File: config.mk
export PLATFORM = sky130hd
export DESIGN_NAME = uart_tx_packer
export DESIGN_NICKNAME = d
export VERILOG_FILES = /design/src/rtl/uart_tx_packer_pkg.sv /design/src/rtl/uart_tx_packer_byte_pack_buf.sv /design/src/rtl/uart_tx_packer.sv
export SDC_FILE = /design/constraint.sdc
export NUM_CORES = 1
export LEC_CHECK = 0
export BUFFER_PORTS_ARGS = -buffer_cell sky130_fd_sc_hd__buf_2
export CAP_MARGIN = 20
export CORE_AREA = 5 5 163 165
export DETAILED_ROUTE_END_ITERATION = 8
export DIE_AREA = 0 0 168 170
export HOLD_SLACK_MARGIN = 0.12
export PLACE_DENSITY = 0.85
export SLEW_MARGIN = 20
export SYNTH_ARGS = -nofsm -noshare
export SYNTH_HDL_FRONTEND = slang
export SYNTH_HIERARCHICAL = 1
export SYNTH_SLANG_ARGS = --single-unit
File: constraint.sdc
create_clock -name clk -period 12.6 [get_ports clk]
set_input_delay 0.63 -clock clk [delete_from_list [all_inputs] [get_ports clk]]
set_output_delay 0.63 -clock clk [all_outputs]
set_load 0.01 [all_outputs]
File: src/rtl/uart_tx_packer_pkg.sv
// Shared UART constants: packer FSM state encodings, the frame delimiter
// (also used by the receive-side framing), and a length-width helper.
package uart_tx_packer_pkg;

    typedef enum logic [1:0] {
        ST_FILL      = 2'd0,
        ST_SEND      = 2'd1,
        ST_WAIT_LOW  = 2'd2,
        ST_WAIT_HIGH = 2'd3
    } pack_state_t;

    localparam logic [7:0] UART_DELIM = 8'h0A;

    // Width of a "length minus one" field for a buffer of n bytes, never below 1.
    function automatic int unsigned len_width(input int unsigned n);
        return (n < 2) ? 1 : $clog2(n);
    endfunction

endpackage

File: src/rtl/uart_tx_packer_byte_pack_buf.sv
// byte_pack_buf: byte buffer that writes at the current count, with clear
// and registered length-minus-one.
// Ports:
//   clk, rst     clock, async active-high reset
//   i_wr_en      store i_wr_byte at index o_count and advance the count
//   i_wr_byte    byte to store
//   i_clear      zero buffer, count and length (wins over a write)
//   o_data       packed buffer, byte k at [8k+7:8k]
//   o_count      bytes held, 0..DATA_MAX_LEN
//   o_len_1      o_count-1 truncated, tracks the last write
module byte_pack_buf
    import uart_tx_packer_pkg::*;
#(
    parameter  int unsigned DATA_MAX_LEN = 32,
    localparam int unsigned LW           = len_width(DATA_MAX_LEN)
) (
    input  logic                      clk,
    input  logic                      rst,
    input  logic                      i_wr_en,
    input  logic [7:0]                i_wr_byte,
    input  logic                      i_clear,
    output logic [DATA_MAX_LEN*8-1:0] o_data,
    output logic [LW:0]               o_count,
    output logic [LW-1:0]             o_len_1
);

    logic [DATA_MAX_LEN*8-1:0] r_data;
    logic [LW:0]               r_count;
    logic [LW-1:0]             r_len_1;
    logic                      w_room;

    assign w_room = (r_count < (LW+1)'(DATA_MAX_LEN));

    always_ff @(posedge clk or posedge rst) begin
        if (rst) begin
            r_data  <= '0;
            r_count <= '0;
            r_len_1 <= '0;
        end else if (i_clear) begin
            r_data  <= '0;
            r_count <= '0;
            r_len_1 <= '0;
        end else if (i_wr_en && w_room) begin
            // Decoded write keeps the byte lanes as plain muxes.
            for (int unsigned i = 0; i < DATA_MAX_LEN; i++) begin
                if (r_count == (LW+1)'(i)) begin
                    r_data[8*i +: 8] <= i_wr_byte;
                end
            end
            r_count <= r_count + (LW+1)'(1);
            // New count minus one is the old count.
            r_len_1 <= r_count[LW-1:0];
        end
    end

    assign o_data  = r_data;
    assign o_count = r_count;
    assign o_len_1 = r_len_1;

endmodule

File: src/rtl/uart_tx_packer.sv
// uart_tx_packer: packs a valid/ready byte stream into the UART_tx
// multi-byte buffer and pulses send on delimiter, full buffer or flush,
// then holds the buffer until UART_tx has gone busy and returned idle.
// Ports:
//   clk, res     clock, async active-high reset
//   in_data      producer byte; in_valid qualifies it; in_ready = FILL state
//   flush        send a partially filled buffer (ignored when empty or busy)
//   data, len_1  buffer and byte-count-minus-one to UART_tx
//   send         one-cycle start pulse to UART_tx
//   tx_ready     UART_tx idle
module uart_tx_packer
    import uart_tx_packer_pkg::*;
#(
    parameter  int unsigned DATA_MAX_LEN = 32,
    parameter  logic [7:0]  DELIM        = UART_DELIM,
    parameter  bit          DELIM_EN     = 1'b1,
    localparam int unsigned LW           = len_width(DATA_MAX_LEN)
) (
    input  logic                      clk,
    input  logic                      res,
    input  logic [7:0]                in_data,
    input  logic                      in_valid,
    output logic                      in_ready,
    input  logic                      flush,
    output logic [DATA_MAX_LEN*8-1:0] data,
    output logic [LW-1:0]             len_1,
    output logic                      send,
    input  logic                      tx_ready
);

    pack_state_t r_state;
    logic        r_in_ready;
    logic        r_send;

    logic        w_accept;
    logic        w_clear;
    logic        w_trigger;
    logic [LW:0] w_count;
    logic [LW:0] w_count_next;

    // in_ready is high exactly in FILL, so it also qualifies the accept.
    assign w_accept     = r_in_ready && in_valid;
    assign w_count_next = w_count + (LW+1)'(w_accept);
    assign w_clear      = (r_state == ST_WAIT_HIGH) && tx_ready;

    // Trigger conditions evaluated on the count after this cycle's accept.
    assign w_trigger = (w_accept && ((DELIM_EN && (in_data == DELIM)) ||
                                     (w_count_next == (LW+1)'(DATA_MAX_LEN))))
                    || (flush && (w_count_next != '0));

    byte_pack_buf #(
        .DATA_MAX_LEN (DATA_MAX_LEN)
    ) u_buf (
        .clk       (clk),
        .rst       (res),
        .i_wr_en   (w_accept),
        .i_wr_byte (in_data),
        .i_clear   (w_clear),
        .o_data    (data),
        .o_count   (w_count),
        .o_len_1   (len_1)
    );

    // Control FSM; send is registered and only ever set while in SEND.
    always_ff @(posedge clk or posedge res) begin
        if (res) begin
            r_state    <= ST_FILL;
            r_in_ready <= 1'b1;
            r_send     <= 1'b0;
        end else begin
            case (r_state)
                ST_FILL: begin
                    if (w_trigger) begin
                        r_state    <= ST_SEND;
                        r_in_ready <= 1'b0;
                        r_send     <= tx_ready;
                    end
                end
                ST_SEND: begin
                    if (r_send) begin
                        r_send  <= 1'b0;
                        r_state <= ST_WAIT_LOW;
                    end else if (tx_ready) begin
                        r_send <= 1'b1;
                    end
                end
                ST_WAIT_LOW: begin
                    if (!tx_ready) begin
                        r_state <= ST_WAIT_HIGH;
                    end
                end
                ST_WAIT_HIGH: begin
                    if (tx_ready) begin
                        r_state    <= ST_FILL;
                        r_in_ready <= 1'b1;
                    end
                end
                default: begin
                    r_state    <= ST_FILL;
                    r_in_ready <= 1'b1;
                    r_send     <= 1'b0;
                end
            endcase
        end
    end

    assign in_ready = r_in_ready;
    assign send     = r_send;

endmodule

# Word level (Yosys, flattened, before mapping)
# Index checks and enable logic that the tools add are counted.
[totals]
rom_bits = 0
ramBits = 0
latchBits = 0
register_bits = 271
in_bits = 13
n_memories = 0
output_inout_bits = 263
[classes]
eq_ne = 40
mul = 0
add_sub_neg = 2
muxes = 50
bitwise = 0
div_mod_pow = 0
shift = 0
n_reduce_logical = 80
order_cmp = 1
[op_table]
columns = ["op", "count"]
rows = [
  ["$mux W256", 2],
  ["$mux W8", 32],
  ["$eq A6 B5 Y1 const B", 16],
  ["$reduce_bool A2 Y1", 35],
  ["$reduce_and A2 Y1", 33],
  ["$eq A6 B4 Y1 const B", 8],
  ["$eq A6 B3 Y1 const B", 4],
  ["$eq A6 B2 Y1 const B", 2],
  ["$mux W6", 2],
  ["$mux W5", 2],
  ["$eq A8 B4 Y1 const B", 1],
  ["$mux W2", 4],
  ["$ne A2 B2 Y1 const B", 4],
  ["$pmux W2 S4", 1],
  ["$add A6 B1 Y6", 1],
  ["$add A6 B1 Y6 const B", 1],
  ["$eq A6 B1 Y1 const B", 1],
  ["$eq A6 B6 Y1 const B", 1],
  ["$logic_not A6 Y1", 1],
  ["$lt A6 B6 Y1 const B", 1],
  ["$reduce_bool A6 Y1", 1],
  ["$logic_and A1 B1 Y1", 5],
  ["$mux W1", 5],
  ["$eq A2 B2 Y1 const B", 2],
  ["other kinds (6)", 8],
]

# Longest topological paths before layout
# Gate-level depths: netlist (run 1).
[depth]
word_depth = 8
ltp_mapped = 9
depth_no_buf = 9

# Hierarchy
# The synthesis (run 1) kept the hierarchy.
[by_module_without_submodules]
columns = ["module", "cells_each", "n_inst", "area_per_inst_um2", "seq_area_each_um2"]
rows = [
  ["byte_pack_buf", 947, 1, 11791.3, 6681.4],
  ["uart_tx_packer", 46, 1, 444.2, 101.3],
]

# Worst setup path after synthesis (run 1)
# Ideal clock, no wire load.
[synth_path]
path_kind = "in2reg"
from = "in in_valid"
to = "reg r_state[1]"
arrival_time_ps = 2323
path_slack_ps = 10152
required_ps = 12475
stages = 9
cell_sequence = "and2_1 -> ha_1 -> ha_1 -> nor3_1 -> a31o_1 -> a41oi_2 -> o211ai_4 -> nand3_2 -> mux2_4"
[synth_via]
elab_chain_len = 8
elab_cells_between_ends = 10
cone_classes = "add/sub: 1; eq/ne: 2; reduce/logical: 7"
[synth_rtl]
columns = ["item", "line_no", "text"]
rows = [
  ["from (decl)", "uart_tx_packer.sv:22", "input logic in_valid,"],
  ["$logic_and A1 B1 Y1 (*)", "uart_tx_packer.sv:42", "assign w_accept = r_in_ready && in_valid;"],
  ["$add A6 B1 Y6", "uart_tx_packer.sv:43", "assign w_count_next = w_count + (LW+1)'(w_accept);"],
  ["$eq A6 B6 Y1", "uart_tx_packer.sv:48", "(w_count_next == (LW+1)'(DATA_MAX_LEN))))"],
  ["$logic_or A1 B1 Y1", "uart_tx_packer.sv:47", "assign w_trigger = (w_accept && ((DELIM_EN && (in_data == DELIM)) ||"],
  ["$logic_and A1 B1 Y1", "uart_tx_packer.sv:47", ""],
  ["$logic_or A1 B1 Y1 (*)", "uart_tx_packer.sv:49", "|| (flush && (w_count_next != '0));"],
  ["$ne A2 B2 Y1 (no source line) (*)", "-", ""],
  ["$reduce_and A4 Y1 (no source line) (*)", "-", ""],
  ["to (signal assigned)", "uart_tx_packer.sv:67", "r_state <= ST_FILL;"],
  ["to (signal assigned)", "uart_tx_packer.sv:74", "r_state <= ST_SEND;"],
  ["to (signal assigned)", "uart_tx_packer.sv:82", "r_state <= ST_WAIT_LOW;"],
  ["to (decl)", "uart_tx_packer.sv:31", "pack_state_t r_state;"],
]
# Mark *: on every way between the ends. The rest lies on a longest branch, timed or not.
# A chain may end at the register's enable or synchronous reset.

# Worst setup path in the final report (run 1)
[layout_path]
from = "reg r_state[0]"
to = "reg u_buf.r_data[26], in the netlist u_buf/o_data[26]"
[layout_via]
elab_chain_len = 4
elab_cells_between_ends = 6
cone_classes = "eq/ne: 1; mux: 1; reduce/logical: 4"
[layout_rtl]
columns = ["item", "line_no", "text"]
rows = [
  ["$eq A2 B2 Y1 (*)", "uart_tx_packer.sv:44", "assign w_clear = (r_state == ST_WAIT_HIGH) && tx_ready;"],
  ["$logic_and A1 B1 Y1 (*)", "uart_tx_packer.sv:44", ""],
  ["via w_clear", "uart_tx_packer.sv:36", "logic w_clear;"],
  ["$reduce_bool A2 Y1 (no source line)", "-", ""],
  ["$reduce_and A2 Y1 (no source line)", "-", ""],
  ["to (signal, indexed assignment)", "uart_tx_packer_byte_pack_buf.sv:47", "r_data[8*i +: 8] <= i_wr_byte;"],
  ["to (decl)", "uart_tx_packer_byte_pack_buf.sv:27", "logic [DATA_MAX_LEN*8-1:0] r_data;"],
]
# The timed path passes the listed nets; every way through them passes the cells marked *.

==> impl_metrics.sql, run 1 <==
INSERT INTO impl_metrics (metric_group, metric, value, unit) VALUES
('power_and_ir_drop', 'design_power_total', '2.31', 'mW'),
('drt', 'drt_iter0_drc', '682', ''),
('yosys', 'postSynth.asyncResetShare', '100', '%'),
('place', 'gpl.final_weighted_congestion', '0.797', ''),
('setup_path', 'crit_path_end_kind', 'flop', ''),
('status', 'status', 'complete, no violations', ''),
('yosys', 'post_synth.cell_area_avg', '12.3', 'µm²'),
('final_layout', 'most-common-layout-cells', 'sky130_fd_sc_hd__buf_2, sky130_fd_sc_hd__dfrtp_1, sky130_fd_sc_hd__nand2b_1', ''),
('final_layout', 'drive_above_1_share', '30.2', '%'),
('place', 'postPlaceCellArea', '13800', 'µm²'),
('yosys', 'syn-instance-count', '993', ''),
('global_routing', 'grt_first_pass_wirelength', '51300', 'µm'),
('drt', 'wl_per_cell', '20.8', 'µm'),
('yosys', 'post_synth_instance_area', '12200', 'µm²'),
('die', 'floorplan.die.height', '170', 'µm'),
('power_and_ir_drop', 'proportion_of_power_drawn_by_flip_flops_and_latches', '41.2', '%'),
('clock_tree', 'cts_htree_levels', '1', ''),
('final_layout', 'final-seq-area', '6780', 'µm²'),
('clock_tree', 'clock_sink_count', '271', ''),
('final_layout', 'multi_input_area', '5150', 'µm²'),
('drt', 'post-route-drc-count', '0', ''),
('sta', 'slew_viol_final', '0', ''),
('global_routing', 'grt-ovfl-total', '0', ''),
('global_routing', 'total_global_routing_track_utilization', '22.4', '%'),
('setup_path', 'crit_chain', 'ha_1 > and2_4 > buf_4 > nand2b_2 > mux2i_1', ''),
('yosys', 'ys_types', '43', ''),
('final_layout', 'postLayoutCellArea', '14900', 'µm²'),
('power_and_ir_drop', 'maximum_ir_drop_on_the_vdd_rail', '0.138', 'mV'),
('drt', 'drt_pass1_iterations', '5', ''),
('die', 'num_io_pins', '276', ''),
('place', 'placement.io_buffers', '275', ''),
('power_and_ir_drop', 'power.switching_fraction', '27.2', '%'),
('sta', 'slew_at_the_pin_closest_to_its_max_slew_limit', '1.07', 'ns'),
('die', 'die_footprint', '28600', 'µm²'),
('clock_tree', 'cts_made_buffers', '28', ''),
('final_layout', 'filler_cell_count', '1970', ''),
('sta', 'hold_viol', '0', ''),
('setup_path', 'slowest_delay', '0.87', 'ns'),
('clock_tree', 'cts_setup_buffers', '0', ''),
('final_layout', 'areaGrowthSynthToFinish', '21.5', '%'),
('power_and_ir_drop', 'p_sw', '627', 'µW'),
('sta', 'layout_min_cycle_time', '3.03', 'ns'),
('setup_path', 'startpoint_to_endpoint_class_of_the_critical_path', 'flop to flop', ''),
('setup_path', 'crit_arrival', '3.39', 'ns'),
('global_routing', 'grt_pass1_vias', '8891', ''),
('yosys', 'yosys_warnings', '6', ''),
('drt', 'route.detailed.vias_per_inst', '5.26', ''),
('setup_path', 'timing.critical_path.from_type', 'flop', ''),
('sta', 'max_clock_freq', '330', 'MHz'),
('sta', 'report.final.setup_viol', '0', ''),
('yosys', 'synth_flop_cell', 'sky130_fd_sc_hd__dfrtp_1', ''),
('clock_tree', 'worstSkewPairLatency', '0.53', 'ns'),
('sta', 'setup-tns-final', '0', 'ns'),
('power_and_ir_drop', 'intPower', '1.68', 'mW'),
('place', 'dp_hpwl', '20700', 'µm'),
('clock_tree', 'cts-root-to-sink-buffers', '3', ''),
('die', 'die-width', '168', 'µm'),
('drt', 'route.vias.total', '8329', ''),
('run', 'maxcap_viol_count', '0', ''),
('clock_tree', 'tritoncts', 'done', ''),
('die', 'core.rowCount', '58', ''),
('setup_path', 'timing.critical_path.fanout_max', '106', ''),
('power_and_ir_drop', 'portion_of_total_power_attributed_to_combinational_logic', '17.9', '%'),
('min_path', 'min_path_type', 'input pin to flop', ''),
('drt', 'ant_nets', '0', ''),
('final_layout', 'layout.cells.most_common', 'sky130_fd_sc_hd__buf_2', ''),
('sta', 'skew', '0.0145', 'ns'),
('final_layout', 'antenna-diode-count', '0', ''),
('clock_tree', 'clk_root_buffer_cell', 'sky130_fd_sc_hd__clkbuf_16', ''),
('yosys', 'syn-num-nets', '1017', ''),
('sta', 'max-slew-margin-rel', '28.4', '%');
-- per-layer routing --
layer	track usage (%)	vias up	wire, µm
li1	-	3778	-
met1	29.3	4223	13700
met2	36.9	275	15700
met3	6.50	53	2600
met4	6.18	0	892
met5	0	-	0
-- cell usage after synthesis, types with 2 or more instances --
cell | instances | area (µm²)
sky130_fd_sc_hd__nand2_1 | 19 | 71.3
sky130_fd_sc_hd__nor3_1 | 2 | 10.0
sky130_fd_sc_hd__nand2b_1 | 266 | 1660
sky130_fd_sc_hd__o21a_1 | 2 | 15.0
sky130_fd_sc_hd__and4b_1 | 4 | 40.0
sky130_fd_sc_hd__buf_6 | 2 | 22.5
sky130_fd_sc_hd__nor2_1 | 3 | 11.3
sky130_fd_sc_hd__xor2_1 | 2 | 17.5
sky130_fd_sc_hd__ha_1 | 11 | 138
sky130_fd_sc_hd__dfrtp_1 | 270 | 6760
sky130_fd_sc_hd__clkbuf_1 | 55 | 206
sky130_fd_sc_hd__buf_2 | 12 | 60.1
sky130_fd_sc_hd__nand2_2 | 29 | 181
sky130_fd_sc_hd__and4bb_2 | 2 | 25.0
sky130_fd_sc_hd__a21oi_1 | 11 | 55.1
sky130_fd_sc_hd__nand3_1 | 4 | 20.0
sky130_fd_sc_hd__o21ai_0 | 2 | 10.0
sky130_fd_sc_hd__and2_1 | 4 | 25.0
sky130_fd_sc_hd__nor2b_1 | 2 | 12.5
sky130_fd_sc_hd__nor4bb_1 | 2 | 20.0
sky130_fd_sc_hd__inv_1 | 8 | 30.0
sky130_fd_sc_hd__mux2i_1 | 257 | 2570
sky130_fd_sc_hd__or3_1 | 2 | 12.5
sky130_fd_sc_hd__a2bb2oi_1 | 2 | 17.5
sky130_fd_sc_hd__buf_4 | 2 | 15.0
-- stage by stage --
stage                     hold slack, ns  util (%)  std cells  setup slack, ns
after floorplan                    0.395         -        993             4.62
after global placement             0.477      55.4       1531             9.43
after detailed placement           0.488      55.4       1531             9.42
after CTS                          0.325      59.7       1584             9.44
after global routing               0.328      59.7       1584             9.14
final                              0.342      59.7       1584             9.57
-- path summary, 6_finish.rpt --
check,from,end,slack [ns],cells after the start
min,tx_ready,in_ready,0.34,3
max,r_state[0],u_buf/o_data[26],9.57,5
min reg2reg,in_ready,in_ready,0.50,2
max reg2reg,r_state[0],u_buf/o_data[26],9.57,5
max in group asynchronous,res,u_buf/o_data[156],9.60,5
min in group asynchronous,res,send,0.58,3
-- critical path, delay by kind of cell, from the launching register on --
kind                       cells  cell delay (ns)
and+or+nand+nor                2             1.28
buffers and inverters          1             0.67
DFF                            1             0.41
adders and majority gates      1             0.22
muxes                          1             0.22
-- kinds of logic (layout without fill, tap and decap cells) --
group | count (synthesis) | after routing | synth area share [%]
and+or+nand+nor | 348 | 348 | 17.9
AOI/OAI and AO/OA | 23 | 23 | 1.43
muxes | 258 | 258 | 21.1
buffers and inverters | 79 | 340 | 2.73
xor gates and xnor gates | 3 | 3 | 0.215
DFF | 271 | 271 | 55.4
adders and majority gates | 11 | 11 | 1.12
-- power by group through the flow --
stage / clock network, mW / registers (mW) / logic [mW]
2_1_floorplan: 0 / 0.976 / 0.271
3_3_place_gp: 0 / 0.963 / 0.406
3_5_place_dp: 0 / 0.965 / 0.416
4_1_cts: 0.957 / 0.951 / 0.416
5_1_grt: 0.998 / 0.957 / 0.448
6_report: 0.942 / 0.952 / 0.414
-- timing repair --
action                    4_1_cts  5_1_grt
hold endpoints to repair        3        0
hold buffers                    1        0
resized for setup               0        0
-- state kept, by name, summed over array words and instances (netlist names) --
signal         flops
send               1
u_buf/o_data     256
u_buf/o_count      6
u_buf/o_len_1      5
in_ready           1
r_state            2
-- area by class of cell --
class / count / area share (%)
clock inverter: 13 / 1.65
timing repair buffer: 280 / 9.53
clock buffer: 39 / 5.54
sequential: 271 / 45.6
multi-input combinational: 643 / 34.6
tap: 330 / 2.78
inverter: 8 / 0.253
Note: power is estimated with default switching activity, not from simulation.
==> run 2: changes to the inputs <==
Settings changed: ABC_AREA from default to 1, CORE_AREA 5 5 163 165 to 5 5 156 158, DIE_AREA 0 0 168 170 to 0 0 161 163, PLACE_DENSITY 0.85 to 0.86.
Clock period 12.6 ns to 2.9 ns, I/O delays scaled along.
==> run 2 against run 1 <==
  * Hold slack lost 0.19 ns
  * Wire length up 7.6%
  * Final cell count grew 18%
  * Critical endpoint is now u_buf/o_data[230]
  * Largest power group unchanged
  * Highest routed layer unchanged
==> impl_metrics.sql, run 2 <==
INSERT INTO impl_metrics (metric_group, metric, value, unit) VALUES
('drt', 'route.detailed.vias_per_inst', '5.58', ''),
('final_layout', 'largest_reg_flops', '256', ''),
('yosys', 'postSynth.asyncResetShare', '100', '%'),
('yosys', 'syn-num-nets', '1300', ''),
('clock_tree', 'cts_resized', '0', ''),
('clock_tree', 'clock_sink_count', '271', ''),
('clock_tree', 'cts_made_buffers', '28', ''),
('final_layout', 'antenna-diode-count', '0', ''),
('clock_tree', 'tritoncts', 'done', ''),
('yosys', 'synth_xor_area_share', '0', '%'),
('die', 'num_io_pins', '276', ''),
('global_routing', 'grtUsageMet1', '34.1', '%'),
('final_layout', 'most-common-layout-cells', 'sky130_fd_sc_hd__nand2_1, sky130_fd_sc_hd__buf_2, sky130_fd_sc_hd__dfrtp_1', ''),
('yosys', 'post_synth_instance_area', '11200', 'µm²'),
('setup_path', 'crit_arrival', '2.88', 'ns'),
('setup_path', 'crit_chain', 'ha_1 > nand2_1 > inv_1 > inv_8 > buf_4 > nand3_1 > o21ai_0', ''),
('power_and_ir_drop', 'design_power_total', '11.1', 'mW'),
('drt', 'wl_per_cell', '19.0', 'µm'),
('clock_tree', 'worstSkewPairLatency', '0.53', 'ns'),
('final_layout', 'areaGrowthSynthToFinish', '25.2', '%'),
('yosys', 'synth.top_cells.by_count', 'sky130_fd_sc_hd__nand2_1, sky130_fd_sc_hd__dfrtp_1, sky130_fd_sc_hd__nand3_1', ''),
('sta', 'report.final.setup_viol', '0', ''),
('global_routing', 'gr-usage-met3', '6.10', '%'),
('drt', 'route.vias.total', '10400', ''),
('final_layout', 'final_cell_count_no_fill', '1867', ''),
('setup_path', 'timing.critical_path.from_type', 'flop', ''),
('yosys', 'most_frequently_used_cell_type_in_the_post_synthesis_netlist', 'sky130_fd_sc_hd__nand2_1', ''),
('clock_tree', 'clk_root_buffer_cell', 'sky130_fd_sc_hd__clkbuf_16', ''),
('setup_path', 'slowest_stage', 'sky130_fd_sc_hd__buf_4', ''),
('power_and_ir_drop', 'cellPowerDensity', '792', 'nW/µm²'),
('yosys', 'yosysTopAreaCellShare', '60.4', '%'),
('sta', 'hold_viol', '0', ''),
('global_routing', 'grt_pass1_vias', '10200', ''),
('place', 'dp_hpwl', '23900', 'µm'),
('yosys', 'synth-compound-area-share', '2.85', '%'),
('drt', 'post-route-drc-count', '0', ''),
('final_layout', 'drive_above_1_share', '24.4', '%'),
('final_layout', 'filler_cell_count', '1906', ''),
('clock_tree', 'cts_htree_levels', '1', ''),
('yosys', 'synth_fa_ha_area_share', '1.23', '%'),
('drt', 'drt_wl_total', '35400', 'µm'),
('place', 'gpl.final_weighted_congestion', '0.857', ''),
('die', 'die_footprint', '26200', 'µm²'),
('sta', 'max_clock_freq', '406', 'MHz'),
('final_layout', 'layout.cells.most_common', 'sky130_fd_sc_hd__nand2_1', ''),
('setup_path', 'slowest_delay', '0.75', 'ns'),
('sta', 'slew_at_the_pin_closest_to_its_max_slew_limit', '0.930', 'ns'),
('power_and_ir_drop', 'power.static_leakage', '8.33', 'nW'),
('yosys', 'muxShareOfSynthArea', '0', '%'),
('power_and_ir_drop', 'maximum_ir_drop_on_the_vdd_rail', '0.507', 'mV'),
('setup_path', 'cp_required', '3.32', 'ns'),
('sta', 'max-slew-margin-rel', '38.0', '%'),
('die', 'core.rowCount', '56', ''),
('sta', 'grt_setup_unrepaired', 'false', ''),
('die', 'initial_core_util', '48.6', '%'),
('yosys', 'synth-seq-cells', '271', ''),
('yosys', 'yosys_warnings', '6', ''),
('yosys', 'synth_top_family_by_area', 'simple AND/OR/NAND/NOR gates', ''),
('clock_tree', 'cts-root-to-sink-buffers', '3', ''),
('global_routing', 'globalRoute.busiestLayer', 'met2', ''),
('run', 'maxcap_viol_count', '0', ''),
('global_routing', 'met2_demand_to_capacity_share_in_global_routing', '43.5', '%'),
('die', 'floorplan.die.height', '163', 'µm'),
('sta', 'final.period_utilization', '84.8', '%'),
('sta', 'skew', '0.00934', 'ns'),
('drt', 'drt_iter0_drc', '1058', ''),
('global_routing', 'maximum_number_of_pins_on_one_net_before_global_route_repair', '92', ''),
('setup_path', 'crit_path_end_kind', 'flop', ''),
('min_path', 'min_path_type', 'input pin to flop', ''),
('setup_path', 'cp_num_buf_inv', '3', ''),
('place', 'placement.io_buffers', '275', ''),
('setup_path', 'crit_family', 'buffers and inverters', ''),
('yosys', 'post_synth.cell_area_avg', '8.76', 'µm²'),
('sta', 'whs', '0.148', 'ns'),
('global_routing', 'grt_first_pass_wirelength', '55800', 'µm'),
('setup_path', 'timing.critical_path.fanout_max', '91', ''),
('yosys', 'synth_flop_cell', 'sky130_fd_sc_hd__dfrtp_1', ''),
('yosys', 'yosys.area.top_type', 'sky130_fd_sc_hd__dfrtp_1', ''),
('setup_path', 'startpoint_to_endpoint_class_of_the_critical_path', 'flop to flop', ''),
('sta', 'layout_min_cycle_time', '2.46', 'ns'),
('yosys', 'synth_simple_gate_area_share', '31.4', '%'),
('drt', 'ant_nets', '0', ''),
('yosys', 'syn-instance-count', '1276', ''),
('sta', 'slew_viol_final', '0', ''),
('global_routing', 'total_global_routing_track_utilization', '26.4', '%'),
('place', 'dp.cells', '1813', ''),
('yosys', 'synth_edf_count', '0', ''),
('final_layout', 'layout.nets', '1583', ''),
('yosys', 'post_synth_main_area_contributors', 'sky130_fd_sc_hd__dfrtp_1, sky130_fd_sc_hd__nand2_1, sky130_fd_sc_hd__nand3_1, sky130_fd_sc_hd__o21ai_0, sky130_fd_sc_hd__clkbuf_1', ''),
('drt', 'drt_pass1_iterations', '5', ''),
('global_routing', 'grt-ovfl-total', '0', ''),
('yosys', 'ys_types', '25', ''),
('die', 'core_area', '23000', 'µm²'),
('yosys', 'ys_seq_area_share', '60.7', '%'),
('status', 'status', 'complete, no violations', ''),
('clock_tree', 'clk_transition_reported_paths', '0.06', 'ns'),
('die', 'die-width', '161', 'µm'),
('global_routing', 'antenna_violations_before_repair', '0', '');
==> run 2: repair_timing <==
item / in CTS / in global routing
hold buffers: 6 / 0
endpoints found under the hold margin: 43 / 0
setup buffers: 0 / 0
==> run 2: routing by layer <==
metal / part of all wire (%) / wire length, µm
met1: 39 / 13800
met2: 48 / 16900
met3: 9.5 / 3360
met4: 3.8 / 1330
met5: 0 / 0
==> run 2: logic make-up after synthesis <==
kind of cell               count (synthesis)
DFF                                      271
and+or+nand+nor                          820
AOI/OAI and AO/OA                         63
buffers and inverters                    111
adders and majority gates                 11
==> run 2: metrics by stage <==
stage / cell area, µm² / worst slack (ns) / util, % / TNS (ns)
4_1_cts: 14000 / 0.489 / 60.9 / 0
2_1_floorplan: 11200 / -0.770 / - / -205.72
6_report: 14000 / 0.439 / 60.9 / 0
3_5_place_dp: 13000 / 0.546 / 56.7 / 0
3_3_place_gp: 13000 / 0.559 / 56.7 / 0
5_1_grt: 14000 / 0.255 / 60.9 / 0
==> run 2: path summary, 6_finish.rpt <==
check / from / endpoint / slack (ns) / cells after the start
worst max register to register: r_state[0] / u_buf/o_data[230] / 0.44 / 7
min in group asynchronous: res / u_buf/o_data[44] / 0.35 / 3
worst max-delay path: r_state[0] / u_buf/o_data[230] / 0.44 / 7
max in group asynchronous: res / u_buf/o_data[99] / 1.76 / 4
worst min register to register: in_ready / in_ready / 0.48 / 2
worst min-delay path: in_data[4] / u_buf/o_data[236] / 0.15 / 4
==> run 2: cell type report <==
class	instances	area, µm²	share of cell area, %
Clock buffer	36	762	5.44
Clock inverter	12	141	1.01
Inverter	57	225	1.61
Multi-Input combinational cell	894	3970	28.3
Sequential cell	271	6780	48.5
Tap cell	290	363	2.59
Timing Repair Buffer	307	1760	12.6
==> run 2: worst reg2reg max path, delay by kind of cell (launching register included) <==
kind            cells  cell delay [ns]
compound gates      1             0.16
fa+ha+maj           1             0.25
buf+inv             3             1.20
flops               1             0.42
simple gates        2             0.31
==> run 2: power by group <==
group / total (mW) / switching (mW) / internal [mW]
Sequential: 4.74 / 0.403 / 4.34
Combinational: 2.79 / 1.86 / 0.932
Clock: 3.55 / 1.44 / 2.11
Total: 11.1 / 3.71 / 7.38
